--- config.mk ---
export PLATFORM = sky130hd
export DESIGN_NAME = stream_demux
export DESIGN_NICKNAME = d
export VERILOG_FILES = /design/src/rtl/stream_demux.sv
export SDC_FILE = /design/constraint.sdc
export NUM_CORES = 1
export LEC_CHECK = 0
export BUFFER_PORTS_ARGS = -buffer_cell sky130_fd_sc_hd__buf_2
export CELL_PAD_IN_SITES_DETAIL_PLACEMENT = 0
export CELL_PAD_IN_SITES_GLOBAL_PLACEMENT = 1
export CORE_ASPECT_RATIO = 0.7
export CORE_MARGIN = 2
export CORE_UTILIZATION = 50
export CTS_BUF_LIST = sky130_fd_sc_hd__clkbuf_8 sky130_fd_sc_hd__clkbuf_16
export DETAILED_ROUTE_END_ITERATION = 8
export PLACE_DENSITY_LB_ADDON = 0.1
export REMOVE_ABC_BUFFERS = 1
export SLEW_MARGIN = 20
export SYNTH_ARGS = -nofsm -noshare
export SYNTH_HDL_FRONTEND = slang
export SYNTH_SLANG_ARGS = --single-unit
export TNS_END_PERCENT = 100
--- constraint.sdc ---
create_clock -name clk -period 4.6 [get_ports clk]
set_clock_uncertainty 0.05 [all_clocks]
set_input_delay 0.23 -clock clk [delete_from_list [all_inputs] [get_ports clk]]
set_output_delay 0.23 -clock clk [all_outputs]
set_load 0.02 [all_outputs]
--- src/rtl/stream_demux.sv ---
// Steers a merged, dest-tagged valid/ready packet stream to STREAM_COUNT outputs, each behind a 2-entry buffer.
// Optional feature: define STREAM_DEMUX_DROP_CNT_EN to add the saturating drop_cnt port.
module stream_demux #(
    parameter int STREAM_COUNT  = 2,
    parameter int T_DATA__WIDTH = 8,
    parameter int T_QOS__WIDTH  = 4,
    parameter int T_DEST__WIDTH = $clog2(STREAM_COUNT) + 1
) (
    input  logic                     clk,
    input  logic                     rst,
    input  logic [T_DATA__WIDTH-1:0] s_data,
    input  logic [T_DEST__WIDTH-1:0] s_dest,
    input  logic [T_QOS__WIDTH-1:0]  s_qos,
    input  logic                     s_last,
    input  logic                     s_valid,
    output logic                     s_ready,
    output logic [T_DATA__WIDTH-1:0] m_data [STREAM_COUNT],
    output logic [T_QOS__WIDTH-1:0]  m_qos  [STREAM_COUNT],
    output logic                     m_last [STREAM_COUNT],
    output logic [STREAM_COUNT-1:0]  m_valid,
    input  logic [STREAM_COUNT-1:0]  m_ready
`ifdef STREAM_DEMUX_DROP_CNT_EN
    ,
    output logic [15:0]              drop_cnt
`endif
);

    typedef enum logic [1:0] {IDLE, PASS, DROP} state_t;

    state_t state, next_state;

    logic [T_DEST__WIDTH-1:0] dest_q;
    logic [T_QOS__WIDTH-1:0]  qos_q;

    logic [T_DATA__WIDTH-1:0] fifo_data [STREAM_COUNT][2];
    logic [T_QOS__WIDTH-1:0]  fifo_qos  [STREAM_COUNT][2];
    logic                     fifo_last [STREAM_COUNT][2];
    logic                     rd_ptr    [STREAM_COUNT];
    logic                     wr_ptr    [STREAM_COUNT];
    logic [1:0]               count     [STREAM_COUNT];

    logic [T_DEST__WIDTH-1:0] target;
    logic [T_QOS__WIDTH-1:0]  wr_qos;
    logic [STREAM_COUNT-1:0]  sel, full, wr_en, rd_en;
    logic                     target_valid, target_full, handshake;

    // The head beat routes on the live s_dest; later beats reuse the latched one.
    always_comb begin
        target = (state == IDLE) ? s_dest : dest_q;
        wr_qos = (state == IDLE) ? s_qos : qos_q;
        for (int i = 0; i < STREAM_COUNT; i++) begin
            sel[i]   = (target == T_DEST__WIDTH'(i));
            full[i]  = (count[i] == 2'd2);
            rd_en[i] = m_valid[i] & m_ready[i];
        end
        target_valid = |sel;
        target_full  = |(sel & full);
    end

    always_comb begin
        next_state = state;
        s_ready    = 1'b0;
        wr_en      = '0;
        case (state)
            IDLE:    s_ready = target_valid ? !target_full : 1'b1;
            PASS:    s_ready = !target_full;
            DROP:    s_ready = 1'b1;
            default: s_ready = 1'b0;
        endcase
        if (rst) begin
            s_ready = 1'b0;
        end
        handshake = s_valid & s_ready;
        if (handshake) begin
            case (state)
                IDLE: begin
                    if (target_valid) begin
                        wr_en = sel;
                        if (!s_last) next_state = PASS;
                    end else if (!s_last) begin
                        next_state = DROP;
                    end
                end
                PASS: begin
                    wr_en = sel;
                    if (s_last) next_state = IDLE;
                end
                DROP: if (s_last) next_state = IDLE;
                default: next_state = IDLE;
            endcase
        end
    end

    always_ff @(posedge clk) begin
        if (rst) begin
            state  <= IDLE;
            dest_q <= '0;
            qos_q  <= '0;
        end else begin
            state <= next_state;
            if (state == IDLE && handshake) begin
                dest_q <= s_dest;
                qos_q  <= s_qos;
            end
        end
    end

    // Each output buffer is a 2-deep ring; reads and writes are independent of the FSM.
    always_ff @(posedge clk) begin
        if (rst) begin
            for (int i = 0; i < STREAM_COUNT; i++) begin
                rd_ptr[i] <= 1'b0;
                wr_ptr[i] <= 1'b0;
                count[i]  <= 2'd0;
                for (int j = 0; j < 2; j++) begin
                    fifo_data[i][j] <= '0;
                    fifo_qos[i][j]  <= '0;
                    fifo_last[i][j] <= 1'b0;
                end
            end
        end else begin
            for (int i = 0; i < STREAM_COUNT; i++) begin
                if (wr_en[i]) begin
                    fifo_data[i][wr_ptr[i]] <= s_data;
                    fifo_qos[i][wr_ptr[i]]  <= wr_qos;
                    fifo_last[i][wr_ptr[i]] <= s_last;
                    wr_ptr[i]               <= ~wr_ptr[i];
                end
                if (rd_en[i]) begin
                    rd_ptr[i] <= ~rd_ptr[i];
                end
                count[i] <= count[i] + 2'(wr_en[i]) - 2'(rd_en[i]);
            end
        end
    end

    always_comb begin
        for (int i = 0; i < STREAM_COUNT; i++) begin
            m_valid[i] = (count[i] != 2'd0);
            m_data[i]  = fifo_data[i][rd_ptr[i]];
            m_qos[i]   = fifo_qos[i][rd_ptr[i]];
            m_last[i]  = fifo_last[i][rd_ptr[i]];
        end
    end

`ifdef STREAM_DEMUX_DROP_CNT_EN
    logic drop_head;
    assign drop_head = (state == IDLE) && handshake && !target_valid;

    always_ff @(posedge clk) begin
        if (rst) begin
            drop_cnt <= 16'd0;
        end else if (drop_head && drop_cnt != 16'hFFFF) begin
            drop_cnt <= drop_cnt + 16'd1;
        end
    end
`endif

endmodule

==> results of run 1 <==
==> per-stage QoR <==
| step | hold slack (ps) | std cells | area, um2 | setup WS, ps |
|---|---|---|---|---|
| floorplan | 252 | 254 | 3440 | 1640 |
| global placement | 422 | 397 | 3810 | 1390 |
| detailed placement | 426 | 397 | 3810 | 1320 |
| CTS | 64.9 | 413 | 3990 | 1180 |
| finish | 78.5 | 413 | 3990 | 1190 |
| global route | 65.4 | 413 | 3990 | 1010 |
==> cells in the mapped netlist, drive strengths merged <==
master | number | share of area [%]
a2111oi | 4 | 3.1
a211o | 1 | 0.25
a21bo | 1 | 0.29
a21o | 1 | 0.21
a21oi | 2 | 0.39
a31oi | 1 | 0.18
and2 | 36 | 6.4
and3 | 6 | 1.1
buf | 5 | 1.4
clkbuf | 5 | 0.53
dfxtp | 12 | 6.8
edfxtp | 56 | 48
ha | 8 | 2.9
inv | 14 | 1.5
mux2 | 36 | 12
mux2i | 5 | 2.1
nand2 | 18 | 1.9
nand2b | 3 | 0.53
nor2 | 6 | 0.64
nor2b | 10 | 1.8
nor3 | 3 | 0.43
nor3b | 3 | 1.2
nor4 | 11 | 2.7
nor4b | 1 | 0.25
nor4bb | 1 | 0.29
o21ai | 1 | 0.14
o31ai | 2 | 0.43
or2 | 8 | 1.5
xnor2 | 2 | 0.50
xor2 | 2 | 0.50
==> power by group <==
part           internal, mW  total (mW)  switching, mW
sequential            0.732       0.790         0.0583
clock                 0.243       0.458          0.215
combinational         0.233       0.545          0.312
==> worst max-delay path, stage by stage (launching register included) <==
cell	delay (ps)
dfxtp_1	340
inv_1	90
ha_1	560
mux2i_4	380
mux2i_4	480
a21o_1	620
inv_2	130
buf_2	200
==> final timing paths <==
check / start / to / slack, ps / depth (start not counted)
max: state[0]$_SDFFE_PP0P_ / s_ready / 1190 / 7
min: s_qos[0] / qos_q[0]$_SDFFE_PP0P_ / 80 / 2
max reg2reg: state[0]$_SDFFE_PP0P_ / count[0][1]$_SDFF_PP0_ / 1270 / 10
min reg2reg: state[0]$_SDFFE_PP0P_ / state[0]$_SDFFE_PP0P_ / 460 / 2
==> layout by cell type, fill, tap and decap left out, drive strengths merged, types with 3 or more instances in the layout <==
cell     netlist  layout
edfxtp        56      56
buf            5      49
and2          36      36
mux2          36      36
nand2         18      18
inv           14      15
dfxtp         12      12
nor4          11      11
nor2b         10      10
clkbuf         5       9
ha             8       8
or2            8       8
nor2           6       6
and3           6       6
mux2i          5       5
a2111oi        4       4
clkinv         0       4
nand2b         3       3
nor3           3       3
nor3b          3       3
==> cell families (layout without fill, tap and decap cells) <==
logic type	after synthesis	in the layout	synth area share, %
adders and majority gates	8	8	2.85
buffers and inverters	24	79	3.46
AOI/OAI and AO/OA	13	13	5.02
xor gates and xnor gates	4	4	0.998
and+or+nand+nor	106	106	18.7
muxes	41	41	14.2
DFF	68	68	54.7
==> registers in the layout (all words and copies together), names as in the netlist <==
signal / cells
fifo_data: 32
fifo_last: 4
wr_ptr: 2
state: 2
count: 4
dest_q: 2
qos_q: 4
rd_ptr: 2
fifo_qos: 16
==> per-layer routing <==
layer  routed length, um  global-route usage, %
met1                3570                   26.7
met2                2850                   26.6
met3                 241                   4.65
met4                  46                   5.86
met5                   0                      0
==> final cells by class <==
cell class	count	area, um2	area share [%]
clock buffer	9	124	3.10
clock inverter	7	58.8	1.47
inverter	14	52.6	1.32
multi-input combinational	172	1470	36.8
sequential	68	1920	48.2
tap	94	118	2.95
timing repair buffer	49	248	6.21
==> metrics.yaml, run 1 <==
status: "finished clean"
cp-start-kind: "flip-flop"
leakage_nw: 1.65
wirelength_um: 6710
ioPinCount: 49
antenna_found_initial: 0
cts.sinks: 68
yosys_warnings: 0
syn_inst: 264
cp-end-kind: "primary output"
final_layout_size_suffix_gt1_share_pct: 37.0
drcViolationCount: 0
syn_area_per_cell_um2: 13.3
vdd_drop_max_mv: 0.200
fp.dieH_um: 74.1
start_util_pct: 51.7
hold_class: "in2reg"
cts_buffer_depth: 2
die_w_um: 104
ys_ff_latch: 68
maxSlewHeadroom_pct: 54.3
routed_via_density: 5.07
gp_congestion: 0.837
track_usage_pct: 18.2
fin_util_pct: 58.8
cap_violations: 0
rsz0062_at_grt: "false"
grt_max_degree: 18
drtIter0Drc: 73
cts_tree: "yes"
syn2layout_area_growth_pct: 13.6
power_mw: 1.79
num_rows: 25
final_nets: 342
worstPathRequired_ps: 4320
worstMarginPinSlew_ps: 686
grt_pass1_vias: 1936
antennaDiodeCount: 0
fmax_mhz: 293
synth_cell_types: 39
path_clk_slew_ps: 70
finalSetupTns_ps: 0
grt_first_pass_wirelength_um: 10400
cts_resized: 0
arrival_ps: 3130
cts.htree.levels: 3
clkLatencyLatePin_ps: 330
core_um2: 6790
cts_root_buf: "clkbuf_8"
crit_fanout: 17
cts_made_buffers: 9
critPathKind: "reg2out"
fin_crit_sh_pct: 74.1
hold_viol_final: 0
grt_overflow: 0
die_area_um2: 7720
dp_hpwl_um: 4770
route.vias.total: 2093
portBuffers: 48
fill_cells: 589
ant_nets: 0
p_per_area_nw_per_um2: 449
synth_area_um2: 3510
setup_violations: 0
drtPass1Iterations: 4
cts_setup_buffers: 0
slew_violations: 0
layout_min_cycle_time_ps: 3410
wire_per_inst_um: 16.3
cts-hold-fix-buffers: 0
ys_seq_area_share_pct: 54.7
Power figures use the tool's default switching activity.
==> run 2, diff against run 1 <==
Settings changed: CORE_UTILIZATION 50 to 42.
Clock period 4.6 ns to 3.1 ns, I/O delays scaled along.
==> metrics.yaml, run 2 (same netlist as run 1, synthesis figures left out) <==
fp.dieH_um: 80.5
finalSetupTns_ps: 0
worstPathRequired_ps: 2890
path_clk_slew_ps: 60
p_switching_uw: 930
worst_slack_ps: 203
layout_min_cycle_time_ps: 2900
status: "finished clean"
crit_path_frequent_cell: "mux2i_4"
grt_pass1_vias: 2037
drtPass1Iterations: 4
regMostFlops: "fifo_data"
gp_congestion: 0.788
final_nets: 349
final_cell_area_um2: 4190
vdd_drop_max_mv: 0.319
setup_violations: 0
num_rows: 27
wire_per_inst_um: 16.5
layout_commonest_cell: "edfxtp_1"
placed_area_um2: 3870
cp-end-kind: "primary output"
cts-hold-fix-buffers: 0
slew_violations: 0
cp-start-kind: "flip-flop"
crit_fanout: 15
grt_max_degree: 17
ant_nets: 0
critPathKind: "reg2out"
max_stage_delay_ps: 450
syn2layout_area_growth_pct: 19.2
clkLatencyLatePin_ps: 320
grt_first_pass_wirelength_um: 11000
p_comb_share_pct: 27.2
p_int_mw: 2.15
share_seq_of_total_power_pct: 38.0
leakage_nw: 1.74
drtIter0Drc: 92
portBuffers: 48
cts_tree: "yes"
cts.sinks: 68
start_util_pct: 44.1
pwr-share-clk_pct: 34.8
swShare_pct: 30.2
hold_viol_final: 0
track_usage_pct: 16.4
largest_register_ffs: 32
antenna_found_initial: 0
core_um2: 7970
final_layout_size_suffix_gt1_share_pct: 39.1
grt_overflow: 0
cts_made_buffers: 9
cts_root_buf: "clkbuf_16"
maxSlewHeadroom_pct: 54.2
p_per_area_nw_per_um2: 736
drcViolationCount: 0
slowest_stage: "ha_1"
hold_class: "in2reg"
antennaDiodeCount: 0
critPathBufInv: 4
final_cell_mix: "edfxtp_1, buf_2, and2_1"
die_area_um2: 9120
worstMarginPinSlew_ps: 686
route.vias.total: 2117
dp_hpwl_um: 5060
cts_resized: 0
cts_setup_buffers: 0
crit_family: "multiplexers"
ioPinCount: 49
die_w_um: 113
fin_crit_sh_pct: 93.5
fmax_mhz: 345
cts.htree.levels: 3
cap_violations: 0
wirelength_um: 7040
reg_top3: "fifo_data (32), fifo_qos (16)"
routed_via_density: 4.97
path_cells: "inv_1 > ha_1 > mux2i_4 > mux2i_4 > a21o_1 > buf_4 > inv_2 > buf_2"
rsz0062_at_grt: "false"
arrival_ps: 2690
cts_buffer_depth: 2
pre_cts_ws_ps: 325
-- run 2: cell types whose count changed in the layout (fill, tap and decap cells not counted), sizes merged --
cell | before | now
buf | 49 | 56
bufinv | 1 | 2
clkinv | 4 | 3
inv | 15 | 14
-- run 2: final timing paths --
kind                          startpoint                       endpoint  slack, ps  cells past startpoint
hold / removal                  s_qos[0]          qos_q[0]$_SDFFE_PP0P_         30                      2
setup reg to reg   state[0]$_SDFFE_PP0P_  fifo_data[0][0]$_SDFFCE_PN0P_        300                      8
setup / recovery   state[0]$_SDFFE_PP0P_                        s_ready        200                      8
hold reg to reg   dest_q[1]$_SDFFE_PP0P_         dest_q[1]$_SDFFE_PP0P_        460                      2
-- run 2: area by class of cell --
class | count | area [um2]
Fill cell | 691 | 3790
Sequential cell | 68 | 1920
Multi-Input combinational cell | 172 | 1470
Timing Repair Buffer | 56 | 300
Clock buffer | 9 | 225
Tap cell | 101 | 126
Clock inverter | 6 | 90.1
Inverter | 14 | 52.6
-- run 2: stage by stage --
step / hold WS, ps / instances / utilization [%] / power, mW
after global routing: 13.6 / 426 / 52.5 / 3.23
after global placement: 346 / 411 / 48.5 / 2.03
after detailed placement: 353 / 411 / 48.5 / 2.03
final: 26.0 / 426 / 52.5 / 3.08
after floorplan: 177 / 254 / - / 1.78
after CTS: 16.1 / 426 / 52.5 / 3.11
-- run 2: power groups by stage --
stage / sequential, mW / combinational, mW / clock (mW)
floorplan: 1.16 / 0.620 / 0
global placement: 1.19 / 0.833 / 0
detailed placement: 1.19 / 0.835 / 0
CTS: 1.18 / 0.841 / 1.09
global route: 1.19 / 0.914 / 1.13
finish: 1.17 / 0.837 / 1.07
-- run 2: routing by layer --
metal  wire length (um)  vias up  GRT usage [%]
li1                   -     1057              -
met1               3840     1015           25.4
met2               2880       43           22.0
met3                286        2           4.60
met4                 37        0           4.76
met5                  0        -              0
==> run 3, diff against run 2 <==
Clock period 3.1 ns to 2.5 ns, I/O delays scaled along.
==> metrics.yaml, run 3 (same netlist as run 1, synthesis figures left out) <==
cp-end-kind: "flip-flop"
track_usage_pct: 17.3
power_mw: 3.99
num_rows: 27
final_nets: 363
gp_congestion: 0.790
layout_commonest_cell: "edfxtp_1"
worstPathRequired_ps: 2490
final_layout_size_suffix_gt1_share_pct: 42.1
arrival_ps: 2320
routed_via_density: 4.99
fmax_mhz: 429
multi_input_comb_area_um2: 1510
cts.htree.levels: 3
grt_overflow: 0
grt_pass1_vias: 2161
cts_buffer_depth: 2
cp-start-kind: "flip-flop"
ioPinCount: 49
fill_cells: 683
cts_made_buffers: 9
status: "finished clean"
largest_register_ffs: 32
grt_max_degree: 16
leakage_nw: 1.85
hold_viol_final: 0
slew_violations: 0
drcViolationCount: 0
critPathKind: "reg2reg"
drtIter0Drc: 150
syn2layout_area_growth_pct: 25.8
cap_violations: 0
cts_tree: "yes"
portBuffers: 48
ant_nets: 0
finalSetupTns_ps: 0
vdd_drop_max_mv: 0.417
worstMarginPinSlew_ps: 672
hold_class: "in2reg"
regToRegSetupSlack_ps: 170
fp.dieH_um: 80.5
wirelength_um: 7190
dp_hpwl_um: 5180
grt_first_pass_wirelength_um: 11400
antennaDiodeCount: 0
core_um2: 7970
antenna_found_initial: 0
layout_min_cycle_time_ps: 2330
start_util_pct: 44.1
die_area_um2: 9120
cts.sinks: 68
maxSlewHeadroom_pct: 55.2
reg_top3: "fifo_data (32), fifo_qos (16)"
crit_fanout: 13
setup_violations: 0
fin_crit_sh_pct: 93.2
clkLatencyLatePin_ps: 330
die_w_um: 113
route.vias.total: 2199
cts_root_buf: "clkbuf_16"
drtPass1Iterations: 4
regMostFlops: "fifo_data"
p_per_area_nw_per_um2: 904
final_cell_mix: "edfxtp_1, buf_2, and2_1"
path_clk_slew_ps: 60
seqCellArea_um2: 1920
wire_per_inst_um: 16.3
rsz0062_at_grt: "false"
run 3: cell types whose count changed in the layout (fill, tap and decap cells not counted), sizes merged:
| cell | change |
|---|---|
| bufinv | +1 |
| buf | +10 |
| dlygate4sd3 | +4 |
run 3: worst paths after layout:
kind,startpoint,endpoint,cells past startpoint
setup reg to reg,state[1]$_SDFFE_PP0P_,fifo_data[1][0]$_SDFFCE_PN0P_,8
setup / recovery,state[1]$_SDFFE_PP0P_,fifo_data[1][0]$_SDFFCE_PN0P_,8
hold / removal,s_dest[0],dest_q[0]$_SDFFE_PP0P_,2
hold reg to reg,state[0]$_SDFFE_PP0P_,state[0]$_SDFFE_PP0P_,2
run 3: what timing repair did:
| item | in CTS | in global routing |
|---|---|---|
| pin swaps | 0 | 1 |
| endpoints found under the hold margin | 4 | 0 |
| resized for setup | 4 | 4 |
| endpoints found under the setup margin | 44 | 55 |
| setup buffers | 0 | 0 |
| cloned | 0 | 0 |
| hold buffers | 4 | 0 |
run 3: routing by layer:
| metal | GRT usage (%) | share of wire, % | vias to the layer above |
|---|---|---|---|
| met5 | 0 | 0 | - |
| li1 | - | - | 1091 |
| met1 | 25.4 | 52 | 1057 |
| met4 | 4.76 | 0.61 | 0 |
| met3 | 6.34 | 4.4 | 2 |
| met2 | 23.7 | 43 | 49 |
run 3: metrics by stage:
step / setup slack [ps] / utilization [%] / area, um2 / hold WS [ps] / cells
3_5_place_dp: -8.19 / 50.1 / 4000 / 321 / 421
3_3_place_gp: 29.7 / 50.1 / 4000 / 319 / 421
6_report: 169 / 55.4 / 4420 / 80.2 / 441
5_1_grt: 25.5 / 55.4 / 4420 / 68.1 / 441
2_1_floorplan: -462 / - / 3440 / 147 / 254
4_1_cts: 79.8 / 55.1 / 4390 / 53.1 / 441
run 3: critical path, stage by stage (launching register included):
cell and delay [ps]:
dfxtp_1 370, inv_1 100, ha_4 200, buf_4 170
nor4bb_4 290, a31oi_2 140, a2111oi_4 370, or2_1 190
buf_12 150
run 3: report_power, final:
group	leakage [nW]	internal [mW]	total [mW]	switching [mW]
Combinational	1.00	0.511	1.11	0.598
Clock	0.163	0.969	1.43	0.458
Sequential	0.679	1.35	1.46	0.109
Total	1.85	2.83	3.99	1.16
run 3: layout make-up:
cell class	instances	share of cell area (%)
Multi-Input combinational cell	172	34.2
Inverter	14	1.19
Timing Repair Buffer	70	10.5
Sequential cell	68	43.5
Clock buffer	9	5.10
Tap cell	101	2.86
Clock inverter	7	2.61
